## src/rtl/cmp_pkg.sv

```systemverilog
// rtl/cmp_pkg.sv - result codes, FSM encoding and flag helper for cmp_event_tracker
package cmp_pkg;

  localparam logic [1:0] RES_NONE = 2'b00;
  localparam logic [1:0] RES_LT   = 2'b01;
  localparam logic [1:0] RES_GT   = 2'b10;
  localparam logic [1:0] RES_EQ   = 2'b11;

  localparam logic [1:0] ST_IDLE   = 2'b00;
  localparam logic [1:0] ST_TRACK  = 2'b01;
  localparam logic [1:0] ST_LOCKED = 2'b10;
  localparam logic [1:0] ST_FAULT  = 2'b11;

  // True when exactly one comparator flag is set.
  function automatic logic is_one_hot3(input logic a, input logic b, input logic c);
    return (a & ~b & ~c) | (~a & b & ~c) | (~a & ~b & c);
  endfunction

endpackage

```

## src/rtl/sat_counter.sv

```systemverilog
// rtl/sat_counter.sv - saturating up-counter with synchronous reset and clear
module sat_counter #(
  parameter int W = 8
) (
  input  logic         clk,
  input  logic         reset,
  input  logic         clear,
  input  logic         inc,
  output logic [W-1:0] count
);

  localparam logic [W-1:0] CNT_MAX = {W{1'b1}};
  localparam logic [W-1:0] CNT_ONE = {{(W-1){1'b0}}, 1'b1};

  logic [W-1:0] cnt_q, cnt_d;

  always_comb begin
    cnt_d = cnt_q;
    if (clear) begin
      cnt_d = '0;
    end else if (inc && (cnt_q != CNT_MAX)) begin
      cnt_d = cnt_q + CNT_ONE;
    end
  end

  always_ff @(posedge clk) begin
    if (reset) begin
      cnt_q <= '0;
    end else begin
      cnt_q <= cnt_d;
    end
  end

  assign count = cnt_q;

endmodule

```

## src/rtl/cmp_event_tracker.sv

```systemverilog
// rtl/cmp_event_tracker.sv - registers comparator results, counts outcomes, detects EQ lock and illegal flags
module cmp_event_tracker
  import cmp_pkg::*;
#(
  parameter int CNT_W  = 8,
  parameter int LOCK_N = 4
) (
  input  logic             clk,
  input  logic             reset,
  input  logic             in_valid,
  input  logic             lt,
  input  logic             gt,
  input  logic             eq,
  input  logic             clear,
  output logic [1:0]       result,
  output logic             result_valid,
  output logic [CNT_W-1:0] lt_cnt,
  output logic [CNT_W-1:0] gt_cnt,
  output logic [CNT_W-1:0] eq_cnt,
  output logic             locked,
  output logic             fault
);

  localparam logic [3:0] LOCK_V = LOCK_N[3:0];

  logic [1:0] state_q, state_d;
  logic [3:0] streak_q, streak_d;
  logic [1:0] result_q, result_d;
  logic       rv_q, rv_d;
  logic       legal, take, accept;
  logic [3:0] streak_inc;

  assign legal      = is_one_hot3(lt, gt, eq);
  // FAULT swallows every sample; clear discards the sample of its own cycle.
  assign take       = in_valid && !clear && (state_q != ST_FAULT);
  assign accept     = take && legal;
  assign streak_inc = (streak_q == LOCK_V) ? streak_q : streak_q + 4'd1;

  always_comb begin
    state_d  = state_q;
    streak_d = streak_q;
    result_d = result_q;
    rv_d     = 1'b0;
    if (clear) begin
      state_d  = ST_IDLE;
      streak_d = 4'd0;
      result_d = RES_NONE;
    end else if (take && !legal) begin
      state_d = ST_FAULT;
    end else if (accept) begin
      rv_d     = 1'b1;
      result_d = eq ? RES_EQ : (gt ? RES_GT : RES_LT);
      if (eq) begin
        streak_d = streak_inc;
        state_d  = (streak_inc == LOCK_V) ? ST_LOCKED : ST_TRACK;
      end else begin
        streak_d = 4'd0;
        state_d  = ST_TRACK;
      end
    end
  end

  always_ff @(posedge clk) begin
    if (reset) begin
      state_q  <= ST_IDLE;
      streak_q <= 4'd0;
      result_q <= RES_NONE;
      rv_q     <= 1'b0;
    end else begin
      state_q  <= state_d;
      streak_q <= streak_d;
      result_q <= result_d;
      rv_q     <= rv_d;
    end
  end

  sat_counter #(.W(CNT_W)) u_lt_cnt (
    .clk   (clk),
    .reset (reset),
    .clear (clear),
    .inc   (accept && lt),
    .count (lt_cnt)
  );

  sat_counter #(.W(CNT_W)) u_gt_cnt (
    .clk   (clk),
    .reset (reset),
    .clear (clear),
    .inc   (accept && gt),
    .count (gt_cnt)
  );

  sat_counter #(.W(CNT_W)) u_eq_cnt (
    .clk   (clk),
    .reset (reset),
    .clear (clear),
    .inc   (accept && eq),
    .count (eq_cnt)
  );

  assign result       = result_q;
  assign result_valid = rv_q;
  assign locked       = (state_q == ST_LOCKED);
  assign fault        = (state_q == ST_FAULT);

endmodule

```

## config.mk

```make
export PLATFORM = sky130hd
export DESIGN_NAME = cmp_event_tracker
export DESIGN_NICKNAME = d
export VERILOG_FILES = /design/src/rtl/cmp_pkg.sv /design/src/rtl/sat_counter.sv /design/src/rtl/cmp_event_tracker.sv
export SDC_FILE = /design/constraint.sdc
export NUM_CORES = 1
export LEC_CHECK = 0
export ABC_AREA = 0
export CAP_MARGIN = 5
export CORE_MARGIN = 2
export CORE_UTILIZATION = 54
export CTS_BUF_LIST = sky130_fd_sc_hd__clkbuf_4 sky130_fd_sc_hd__clkbuf_8 sky130_fd_sc_hd__clkbuf_16
export CTS_CLUSTER_DIAMETER = 120
export DETAILED_ROUTE_END_ITERATION = 8
export GPL_TIMING_DRIVEN = 1
export PLACE_DENSITY = 0.83
export SLEW_MARGIN = 5
export SYNTH_ARGS = -nofsm -noshare
export SYNTH_HDL_FRONTEND = slang
export SYNTH_SLANG_ARGS = --single-unit
```

## constraint.sdc

```tcl
create_clock -name clk -period 5.68 [get_ports clk]
set_input_delay 1.704 -clock clk [delete_from_list [all_inputs] [get_ports clk]]
set_output_delay 1.704 -clock clk [all_outputs]
set_load 0.03 [all_outputs]
```

==> impl_metrics.csv <==
group,metric,value,unit
timing,setup_viol,0,
routing,met3WireLength,214,um
routing,wl_met1,1911,um
floorplan,row_count,20,
clocking,cts_buffer_depth,2,
clocking,cts_setup_buffers,0,
final_layout,multi_input_area,1011,um^2
final_layout,fin_nets,253,
worst_setup_path,start_kind,"input pin",
grt,track_usage,24.54,%
final_layout,area_growth,24.35,%
logic_synthesis,syn_avg_cell_area,8.349,um^2
clocking,cts_max_level,2,
floorplan,die_h,60.71,um
clocking,cts_made_buffers,5,
worst_setup_path,regToRegStartpoint,"streak_q[0]",
timing,worstMarginPinSlew,0.8957,ns
logic_synthesis,netlist_instances,208,
grt,antenna_found_initial,0,
timing,fin_skew,0.007796,ns
hold_path,worstHoldEndpoint,"u_eq_cnt.count[7]",
power_and_ir_drop,power.density,187.2,nW/um^2
worst_setup_path,path_class,"input pin to flop",
routing,drt_wl_total,4337,um
grt,grt_pass1_wl,6858,um
routing,drtPass1Iterations,4,
worst_setup_path,cp.required,5.95,ns
routing,highest_layer,"met4",
timing,fin_ws,2.089,ns
routing,drc,0,
place,placed_cell_area,2100,um^2
logic_synthesis,synth-edff-count,0,
clocking,cts-resized-gates,0,
place,gp_congestion,0.8336,
logic_synthesis,ys_seq_area_share,38.04,%
timing,final_hold_viol_count,0,
worst_setup_path,slowest_delay,0.59,ns
place,dpl.cell_count,278,
floorplan,initial_core_util,56.89,%
final_layout,nFillCells,267,
clocking,path_clk_slew,0.10,ns
logic_synthesis,ys_async_sr_fraction,0,%
clocking,clk_latency,0.34,ns
timing,maxSlewHeadroom,39.83,%
clocking,cts_tree,"done",
worst_setup_path,arrival,3.86,ns
routing,ant_nets,0,
timing,max_freq,0.2785,GHz
final_layout,postLayoutCellArea,2160,um^2
timing,rsz0062_at_grt,"false",
worst_setup_path,cp_max_fo,14,
power_and_ir_drop,peakVddDrop,0.1395,mV
logic_synthesis,synthFlopType,"dfxtp_1",
logic_synthesis,post-synth-top-count-cell,"dfxtp_1",
final_layout,num_antenna_cells,0,
logic_synthesis,synth_common_cells,"dfxtp_1, a21oi_1, nand2_1",
logic_synthesis,synth_top_area_share,38.04,%
flow_run,drv_cap,0,
hold_path,worstHoldStart,"u_eq_cnt.count[7]",
grt,grt_overflow,0,
power_and_ir_drop,p_leak,0.6328,nW
final_layout,register_area,660.6,um^2
logic_synthesis,syn_nets,220,
place,port_buffers,35,
logic_synthesis,ys_ff_latch,33,
clocking,cts_hold_buf,0,
worst_setup_path,endpoint_kind,"flop",
worst_setup_path,crit_chain,"clkdlybuf4s50_1 -> or3b_4 -> or3_4 -> or4_1 -> a21oi_1",
grt,grt_max_degree,30,
floorplan,die_x,60.71,um
clocking,cts.sinks,33,
worst_setup_path,worstRegToRegCells,6,
worst_setup_path,r2r_slack,3.52,ns
power_and_ir_drop,power,0.4042,mW
timing,report.final.slew_viol_count,0,
final_layout,finalNonFillerCells,286,
run_status,status,"finished clean",
logic_synthesis,yosys.cell_types.count,42,
routing,route.met2.wl,2099,um
place,post-place-ws,1.757,ns
routing,wl_per_cell,15.16,um
routing,drtIter0Drc,103,
logic_synthesis,synth_area,1737,um^2
clocking,root_buffer,"clkbuf_4",
floorplan,die_area,3686,um^2
hold_path,hold-path-cell-count,2,
floorplan,io_pins,36,
logic_synthesis,synth.largest_area_cell,"dfxtp_1",
routing,vias,1812,
timing,post-route-period-util,63.23,%
logic_synthesis,yosys_warnings,0,
routing,vias_per_cell,6.336,
logic_synthesis,synth_area_leaders,"dfxtp_1, a21oi_1, or4_1",
timing,tns,0,ns
worst_setup_path,reg2reg_to,"state_q[1]",
final_layout,drive_gt1_share,5.785,%
floorplan,core-area,3053,um^2
timing,min_period,3.591,ns
hold_path,min_path_type,"flop to flop",
worst_setup_path,critPathBufInv,1,
worst_setup_path,crit_family,"simple AND/OR/NAND/NOR gates",
worst_setup_path,cpMaxStageDelayCell,"clkdlybuf4s50_1",
place,dp_hpwl,3057,um
grt,grt_pass1_vias,1573,
==> per-layer routing <==
| layer | track usage [%] | vias up |
|---|---|---|
| met2 | 41.17 | 62 |
| met4 | 12.42 | 0 |
| li1 | - | 878 |
| met1 | 30.18 | 859 |
| met3 | 4.264 | 13 |
| met5 | 0 | - |
==> how the worst max path moves through the flow <==
| stage | startpoint | endpoint | slack, ns | cells after the start |
|---|---|---|---|---|
| CTS | eq | u_gt_cnt.count[7] | 2.11 | 5 |
| global route | in_valid | u_eq_cnt.count[3] | 1.93 | 5 |
| detailed placement | eq | u_gt_cnt.count[7] | 1.76 | 5 |
| global placement | eq | u_gt_cnt.count[7] | 1.83 | 5 |
| floorplan | eq | u_gt_cnt.count[7] | 2.42 | 6 |
| finish | eq | u_gt_cnt.count[7] | 2.09 | 5 |
==> logic make-up after synthesis <==
kind of cell             after synthesis  share of synthesized area, %
flip-flops                            33                         38.04
XOR/XNOR                               1                        0.5044
AO/OA/AOI/OAI                         61                         22.33
buffers and inverters                 15                         3.746
adder cells (fa/ha/maj)                5                         3.602
AND/OR/NAND/NOR                       91                         30.62
multiplexers                           2                         1.153
==> registers in the layout (all words and copies together) (netlist names) <==
register	flops
u_eq_cnt.count	8
u_lt_cnt.count	8
streak_q	4
result_valid	1
state_q	2
u_gt_cnt.count	8
result	2
==> placed cells by master (no fill, tap or decap), types with 2 or more instances in the layout <==
cell type        count
and4_1               2
nand2_1             14
or3_1                5
nand4_1             10
a311oi_1             2
clkdlybuf4s50_1     35
or2_2                2
nor3_1               4
o21ai_0             13
nand3_1             12
o41ai_1              5
a31oi_1              2
nor2b_1              3
clkbuf_4             8
o311ai_0             4
or4_1               10
ha_1                 5
dfxtp_1             33
o31ai_1              8
and3_1               2
mux2i_1              2
a21oi_1             22
nand3b_1             4
inv_1                6
nor2_1              12
nor3b_1              3
==> tightest hold or removal path: stages, from the launching register on <==
cell     delay (ns)
dfxtp_1        0.34
nand2_1        0.06
mux2i_1        0.05
==> power by group <==
group	switching, mW	total, mW	leakage, nW	internal (mW)
Clock	0.0780	0.142	0.0368	0.0636
Combinational	0.0184	0.0290	0.330	0.0106
Sequential	0.00106	0.234	0.266	0.233
Total	0.0974	0.404	0.633	0.307
==> layout make-up <==
cell class / instances / area share (%)
Multi-Input combinational cell: 160 / 46.81
Sequential cell: 33 / 30.59
Timing Repair Buffer: 35 / 16.22
Clock buffer: 8 / 2.781
Tap cell: 44 / 2.549
Inverter: 6 / 1.043
==> metrics by stage <==
stage	util, %	hold slack [ns]
6_report	70.74	0.4949
5_1_grt	70.74	0.5332
4_1_cts	70.74	0.4975
3_5_place_dp	68.77	0.4834
3_3_place_gp	68.77	0.4729
2_1_floorplan	-	0.5100
(Power assumes the default switching activity.)
